## src/rtl/i2s_pkg.sv

```systemverilog
// Shared widths and channel encoding for the I2S master.
// Optional feature macro: I2S_LOOPBACK_EN (see i2s_master_rx_tx.sv).
package i2s_pkg;
    localparam int DATA_WIDTH = 32;
    localparam int SCK_DIV    = 8;
    localparam int DIV_W      = $clog2(SCK_DIV);
    localparam int BIT_W      = $clog2(DATA_WIDTH) + 1;

    typedef enum logic {
        LEFT  = 1'b0,
        RIGHT = 1'b1
    } channel_e;
endpackage

```

## src/rtl/basic_i2s_receive.sv

```systemverilog
// I2S deserialiser: shifts sd_in MSB first on SCK rises and latches the word
// of the previous channel when ws flips (standard one-bit delay).
module basic_i2s_receive
    import i2s_pkg::*;
(
    input  logic                  clk,
    input  logic                  resetn,
    input  logic                  i_rise,
    input  logic                  i_ws,
    input  logic                  i_sd,
    output logic [DATA_WIDTH-1:0] o_left,
    output logic [DATA_WIDTH-1:0] o_right
);
    logic [DATA_WIDTH-1:0] r_shift;
    logic [DATA_WIDTH-1:0] r_left;
    logic [DATA_WIDTH-1:0] r_right;
    channel_e              r_ws_prev;
    logic [DATA_WIDTH-1:0] w_word;

    assign w_word = {r_shift[DATA_WIDTH-2:0], i_sd};

    always_ff @(posedge clk or negedge resetn) begin
        if (!resetn) begin
            r_shift   <= '0;
            r_left    <= '0;
            r_right   <= '0;
            r_ws_prev <= LEFT;
        end else if (i_rise) begin
            r_shift   <= w_word;
            r_ws_prev <= channel_e'(i_ws);
            // The bit sampled with the new ws is the old channel's LSB
            if (channel_e'(i_ws) != r_ws_prev) begin
                if (r_ws_prev == LEFT) r_left  <= w_word;
                else                   r_right <= w_word;
            end
        end
    end

    assign o_left  = r_left;
    assign o_right = r_right;
endmodule

```

## src/rtl/basic_i2s_transmit.sv

```systemverilog
// I2S serialiser: drives the shift MSB on each SCK fall; on a ws change the
// old LSB still goes out while the new channel word is loaded.
module basic_i2s_transmit
    import i2s_pkg::*;
(
    input  logic                  clk,
    input  logic                  resetn,
    input  logic                  i_fall,
    input  logic                  i_ws_chg,
    input  logic                  i_ws,
    input  logic [DATA_WIDTH-1:0] i_left,
    input  logic [DATA_WIDTH-1:0] i_right,
    output logic                  o_sd
);
    logic [DATA_WIDTH-1:0] r_shift;
    logic                  r_sd;

    always_ff @(posedge clk or negedge resetn) begin
        if (!resetn) begin
            r_shift <= '0;
            r_sd    <= 1'b0;
        end else if (i_fall) begin
            r_sd <= r_shift[DATA_WIDTH-1];
            if (i_ws_chg)
                r_shift <= (channel_e'(i_ws) == RIGHT) ? i_right : i_left;
            else
                r_shift <= {r_shift[DATA_WIDTH-2:0], 1'b0};
        end
    end

    assign o_sd = r_sd;
endmodule

```

## src/rtl/i2s_controller.sv

```systemverilog
// Clock generator: free-running divider gives SCK, a bit counter clocked on
// SCK falling edges gives WS.
module i2s_controller
    import i2s_pkg::*;
(
    input  logic clk,
    input  logic resetn,
    output logic o_sck,
    output logic o_ws
);
    logic [DIV_W-1:0] r_div_cnt;
    logic [BIT_W-1:0] r_bit_cnt;

    always_ff @(posedge clk or negedge resetn) begin
        if (!resetn) begin
            r_div_cnt <= '0;
            r_bit_cnt <= '0;
        end else begin
            r_div_cnt <= r_div_cnt + 1'b1;
            // div_cnt wrapping to 0 is the SCK falling edge
            if (r_div_cnt == DIV_W'(SCK_DIV - 1))
                r_bit_cnt <= r_bit_cnt + 1'b1;
        end
    end

    assign o_sck = r_div_cnt[DIV_W-1];
    assign o_ws  = r_bit_cnt[BIT_W-1];
endmodule

```

## src/rtl/i2s_edge_detect.sv

```systemverilog
// Registers sck/ws and emits one-clk strobes for SCK rise, SCK fall and a
// ws change; o_ws is ws aligned with those strobes.
module i2s_edge_detect (
    input  logic clk,
    input  logic resetn,
    input  logic i_sck,
    input  logic i_ws,
    output logic o_rise,
    output logic o_fall,
    output logic o_ws_chg,
    output logic o_ws
);
    logic r_sck_q;
    logic r_ws_q;
    logic r_rise;
    logic r_fall;
    logic r_ws_chg;

    always_ff @(posedge clk or negedge resetn) begin
        if (!resetn) begin
            r_sck_q  <= 1'b0;
            r_ws_q   <= 1'b0;
            r_rise   <= 1'b0;
            r_fall   <= 1'b0;
            r_ws_chg <= 1'b0;
        end else begin
            r_sck_q  <= i_sck;
            r_ws_q   <= i_ws;
            r_rise   <= i_sck & ~r_sck_q;
            r_fall   <= ~i_sck & r_sck_q;
            r_ws_chg <= i_ws ^ r_ws_q;
        end
    end

    assign o_rise   = r_rise;
    assign o_fall   = r_fall;
    assign o_ws_chg = r_ws_chg;
    assign o_ws     = r_ws_q;
endmodule

```

## src/rtl/i2s_master_rx_tx.sv

```systemverilog
// 32-bit stereo I2S master (rx + tx), structural top.
// Define I2S_LOOPBACK_EN to retransmit received words instead of tx_left/tx_right.
module i2s_master_rx_tx
    import i2s_pkg::*;
(
    input  logic                  clk,
    input  logic                  resetn,
    output logic                  mclk,
    output logic                  sck,
    output logic                  ws,
    input  logic                  sd_in,
    output logic                  sd_out,
    output logic [DATA_WIDTH-1:0] rx_left,
    output logic [DATA_WIDTH-1:0] rx_right,
    input  logic [DATA_WIDTH-1:0] tx_left,
    input  logic [DATA_WIDTH-1:0] tx_right
);
    logic                  w_rise;
    logic                  w_fall;
    logic                  w_ws_chg;
    logic                  w_ws_q;
    logic [DATA_WIDTH-1:0] w_tx_left;
    logic [DATA_WIDTH-1:0] w_tx_right;

    assign mclk = clk;

`ifdef I2S_LOOPBACK_EN
    logic w_unused_tx;
    assign w_unused_tx = ^{tx_left, tx_right};
    assign w_tx_left   = rx_left;
    assign w_tx_right  = rx_right;
`else
    assign w_tx_left   = tx_left;
    assign w_tx_right  = tx_right;
`endif

    i2s_controller u_ctrl (
        .clk    (clk),
        .resetn (resetn),
        .o_sck  (sck),
        .o_ws   (ws)
    );

    i2s_edge_detect u_edge (
        .clk      (clk),
        .resetn   (resetn),
        .i_sck    (sck),
        .i_ws     (ws),
        .o_rise   (w_rise),
        .o_fall   (w_fall),
        .o_ws_chg (w_ws_chg),
        .o_ws     (w_ws_q)
    );

    basic_i2s_receive u_rx (
        .clk     (clk),
        .resetn  (resetn),
        .i_rise  (w_rise),
        .i_ws    (w_ws_q),
        .i_sd    (sd_in),
        .o_left  (rx_left),
        .o_right (rx_right)
    );

    basic_i2s_transmit u_tx (
        .clk      (clk),
        .resetn   (resetn),
        .i_fall   (w_fall),
        .i_ws_chg (w_ws_chg),
        .i_ws     (w_ws_q),
        .i_left   (w_tx_left),
        .i_right  (w_tx_right),
        .o_sd     (sd_out)
    );
endmodule

```

## config.mk

```make
export PLATFORM = sky130hd
export DESIGN_NAME = i2s_master_rx_tx
export DESIGN_NICKNAME = d
export VERILOG_FILES = /design/src/rtl/i2s_pkg.sv /design/src/rtl/basic_i2s_receive.sv /design/src/rtl/basic_i2s_transmit.sv /design/src/rtl/i2s_controller.sv /design/src/rtl/i2s_edge_detect.sv /design/src/rtl/i2s_master_rx_tx.sv
export SDC_FILE = /design/constraint.sdc
export NUM_CORES = 1
export LEC_CHECK = 0
export ABC_CLOCK_PERIOD_IN_PS = 1310
export CORE_ASPECT_RATIO = 1.25
export CORE_MARGIN = 4
export CORE_UTILIZATION = 41
export DETAILED_ROUTE_END_ITERATION = 16
export GPL_TIMING_DRIVEN = 0
export PLACE_DENSITY = 0.68
export SYNTH_ARGS = -nofsm -noshare
export SYNTH_HDL_FRONTEND = slang
export SYNTH_HIERARCHICAL = 1
export SYNTH_SLANG_ARGS = --single-unit
```

## constraint.sdc

```tcl
create_clock -name clk -period 1.31 [get_ports clk]
set_clock_uncertainty 0.05 [all_clocks]
set_input_delay 0.393 -clock clk [delete_from_list [all_inputs] [get_ports clk]]
set_output_delay 0.393 -clock clk [all_outputs]
set_load 0.01 [all_outputs]
```

==> flow_metrics.py <==
metrics = {
    "floorplanning": {
        "core_area_mm2": 0.0151,
        "io_pins": 135,
        "row_count": 50,
        "die_h_um": 148,
        "die_w_um": 120,
        "initial_core_util_pct": 42.3,
        "fp.dieArea_mm2": 0.0177,
    },
    "outcome": {
        "outcome": "complete, but fails checks",
        "violations": "negative hold slack, negative setup slack",
    },
    "final_layout": {
        "syn2layout_area_growth_pct": 47.3,
        "diodes": 0,
        "fillers": 1167,
        "layout_common_cells": "dfrtp_1 (141), clkdlybuf4s50_1 (65), mux2_4 (61), buf_4 (47), buf_2 (45)",
        "drive_above_1_share_pct": 51.0,
        "design_area_mm2": 0.00943,
        "final_common_cell": "dfrtp_1",
        "nets": 707,
    },
    "timing": {
        "finalSetupViolCount": 130,
        "fin_crit_sh_pct": 116,
        "max_freq_ghz": 0.661,
        "hold_slack_ns": -0.154,
        "fin_ws_ns": -0.204,
        "final_max_slew_viol_count": 0,
        "min_period_ns": 1.51,
        "slew_headroom_pct": 53.6,
        "rsz0062_at_grt": "yes",
        "worst_pin_slew_ns": 0.696,
        "finalHoldViolCount": 75,
    },
    "setup_path": {
        "worstPathCellList": "buf_2",
        "path_delay_family": "flip-flops",
        "crit_path_end_kind": "primary output",
        "cpMaxStageDelayCell": "dfrtp_1",
        "max_stage_delay_ns": 0.40,
        "start_kind": "flip-flop",
        "critPathBufInv": 1,
        "path_max_fanout": 2,
        "crit_arrival_ns": 1.07,
        "worstRegToRegCells": 4,
        "cp.required_ns": 0.87,
        "critPathKind": "flip-flop to primary output",
        "worst-path-stages": 1,
    },
    "yosys": {
        "muxShareOfSynthArea_pct": 25.8,
        "synth.top_cell.area_share_pct": 55.9,
        "yosysSeqAreaShare_pct": 55.9,
        "syn_avg_cell_area_um2": 15.4,
        "syn_inst": 416,
        "synthAdderAreaFrac_pct": 0.586,
        "ys_types": 27,
        "synth_top_area_cell": "dfrtp_1",
        "synth_xor_area_share_pct": 0.821,
        "synth_fp_nets": 486,
        "synth_warnings": 6,
        "synth-simple-area-share_pct": 8.21,
        "synth_compound_area_share_pct": 4.52,
        "synth_area_leaders": "dfrtp_1 (56%), mux2_4 (14%), mux2_2 (6.7%)",
        "synth_seq_cells": 143,
        "synth_area_mm2": 0.00640,
        "synth_top_family_by_area": "multiplexers",
    },
    "global_route": {
        "grt_max_degree": 77,
        "grt_pass1_wl_um": 24400,
        "grt_pass1_vias": 4602,
        "grt_overflow": 0,
        "antenna_found_initial": 0,
        "grt_usage_pct": 17.6,
    },
    "detailed_routing": {
        "routed_wl_um": 15000,
        "viasPerCell": 4.87,
        "drc_errors": 0,
        "ant_nets": 0,
        "drt_pass1_iterations": 4,
        "routedWlPerCell_um": 17.5,
        "drt_iter0_markers": 116,
        "vias": 4174,
    },
    "place": {
        "place_congestion": 0.740,
        "place_area_mm2": 0.00803,
        "io_buffers": 134,
        "dp.final_hpwl_um": 9380,
    },
    "power": {
        "power.total_w": 0.00979,
        "pwr-share-clk_pct": 50.4,
        "switchingPower_w": 0.00201,
        "p_sw_share_pct": 20.6,
        "comb_power_share_pct": 4.1,
        "pwr-share-seq_pct": 45.4,
        "internal_power_w": 0.00777,
        "p_leak_nw": 4.64,
        "ir_drop_uv": 813,
        "p_per_area_mw_per_mm2": 1040,
    },
    "clock_tree": {
        "clkTransAtPathRegs_ns": 0.06,
        "insertion_delay_ns": 0.52,
        "cts_tree": "done",
    },
    "hold_path": {
        "hold_path_class": "primary input to asynchronous set/reset pin",
    },
    "job": {
        "cap_violations": 0,
    },
}
==> stage by stage <==
stage | std cells | setup WS [ns] | TNS, ns | utilization, % | hold WS (ns)
2_1_floorplan | 416 | 0.0359 | 0 | - | 0.0474
3_3_place_gp | 758 | -5.68 | -815.62 | 52.9 | 0.354
3_5_place_dp | 759 | -0.350 | -7.36 | 53.0 | 0.360
4_1_cts | 840 | -0.233 | -20.13 | 60.4 | -0.141
5_1_grt | 857 | -0.242 | -22.96 | 62.3 | -0.110
6_report | 857 | -0.204 | -16.52 | 62.3 | -0.154
==> path summary, 6_finish.rpt <==
| kind | slack, ns | from | endpoint |
|---|---|---|---|
| max | -0.20 | u_rx/o_left[14] | rx_left[14] |
| min | -0.15 | resetn | u_rx/o_left[7] |
| max reg2reg | -0.10 | u_edge/o_ws | u_rx/o_right[8] |
| min reg2reg | 0.37 | u_edge/r_sck_q | u_edge/o_rise |
| max in group asynchronous | 0.56 | resetn | u_edge/o_ws |
| min in group clk | 0.37 | u_edge/r_sck_q | u_edge/o_rise |
==> layer usage <==
layer	GRT usage [%]	vias up	part of all wire, %
met5	0	-	0
met4	7.28	0	1.4
met3	5.78	14	6.2
met2	28.8	106	50
met1	21.4	2123	42
li1	-	1931	-
==> layout make-up <==
type / instances / area (µm²) / share of cell area [%]
Tap cell: 208 / 260 / 2.76
Inverter: 2 / 7.51 / 0.0796
Sequential cell: 143 / 3580 / 38.0
Multi-Input combinational cell: 243 / 2730 / 29.0
Clock buffer: 24 / 542 / 5.75
Timing Repair Buffer: 203 / 1930 / 20.5
Clock inverter: 10 / 87.6 / 0.929
Buffer: 24 / 284 / 3.01
==> timing repair <==
action / in CTS / in global routing
buffers inserted: 43 / 24
endpoints found under the setup margin: 177 / 174
cloned: 8 / 1
hold endpoints to repair: 75 / 75
resized for setup: 335 / 51
pin swaps: 3 / 5
==> sequential cells by signal, indices dropped and copies added, names as in the netlist <==
register	cells
u_edge/o_rise	1
u_rx/o_left	32
u_tx/o_sd	1
u_tx/r_shift	32
u_rx/r_shift	31
u_edge/o_fall	1
u_ctrl/r_div_cnt	3
u_rx/r_ws_prev	1
u_edge/r_sck_q	1
u_rx/o_right	32
u_edge/o_ws	1
u_edge/o_ws_chg	1
u_ctrl/r_bit_cnt	6
==> cells in the mapped netlist (all sizes together) <==
cell type	number
inv	2
and2b	1
nor2	1
o22ai	1
clkbuf	4
ha	3
nand2	3
nand2b	31
mux2i	32
dfrtp	143
o211ai	31
nand4	2
nor2b	1
mux2	98
xnor2	3
xor2	3
buf	24
nand3b	33
==> power by group through the flow <==
stage	sequential, W	combinational, W	clock (W)
after detailed placement	0.00452	0.000359	0.000120
after global placement	0.00452	0.000342	0.000120
after global routing	0.00444	0.000438	0.00528
after CTS	0.00444	0.000374	0.00507
final	0.00445	0.000404	0.00494
after floorplan	0.00452	0.0000433	0.0000629
==> cells by family (layout without fill, tap and decap cells) <==
family | after synthesis | in the layout
DFF | 143 | 143
muxes | 130 | 130
and+or+nand+nor | 72 | 72
AOI/OAI and AO/OA | 32 | 32
buffers and inverters | 30 | 263
xor gates and xnor gates | 6 | 6
adders and majority gates | 3 | 3
(Power assumes the default switching activity.)
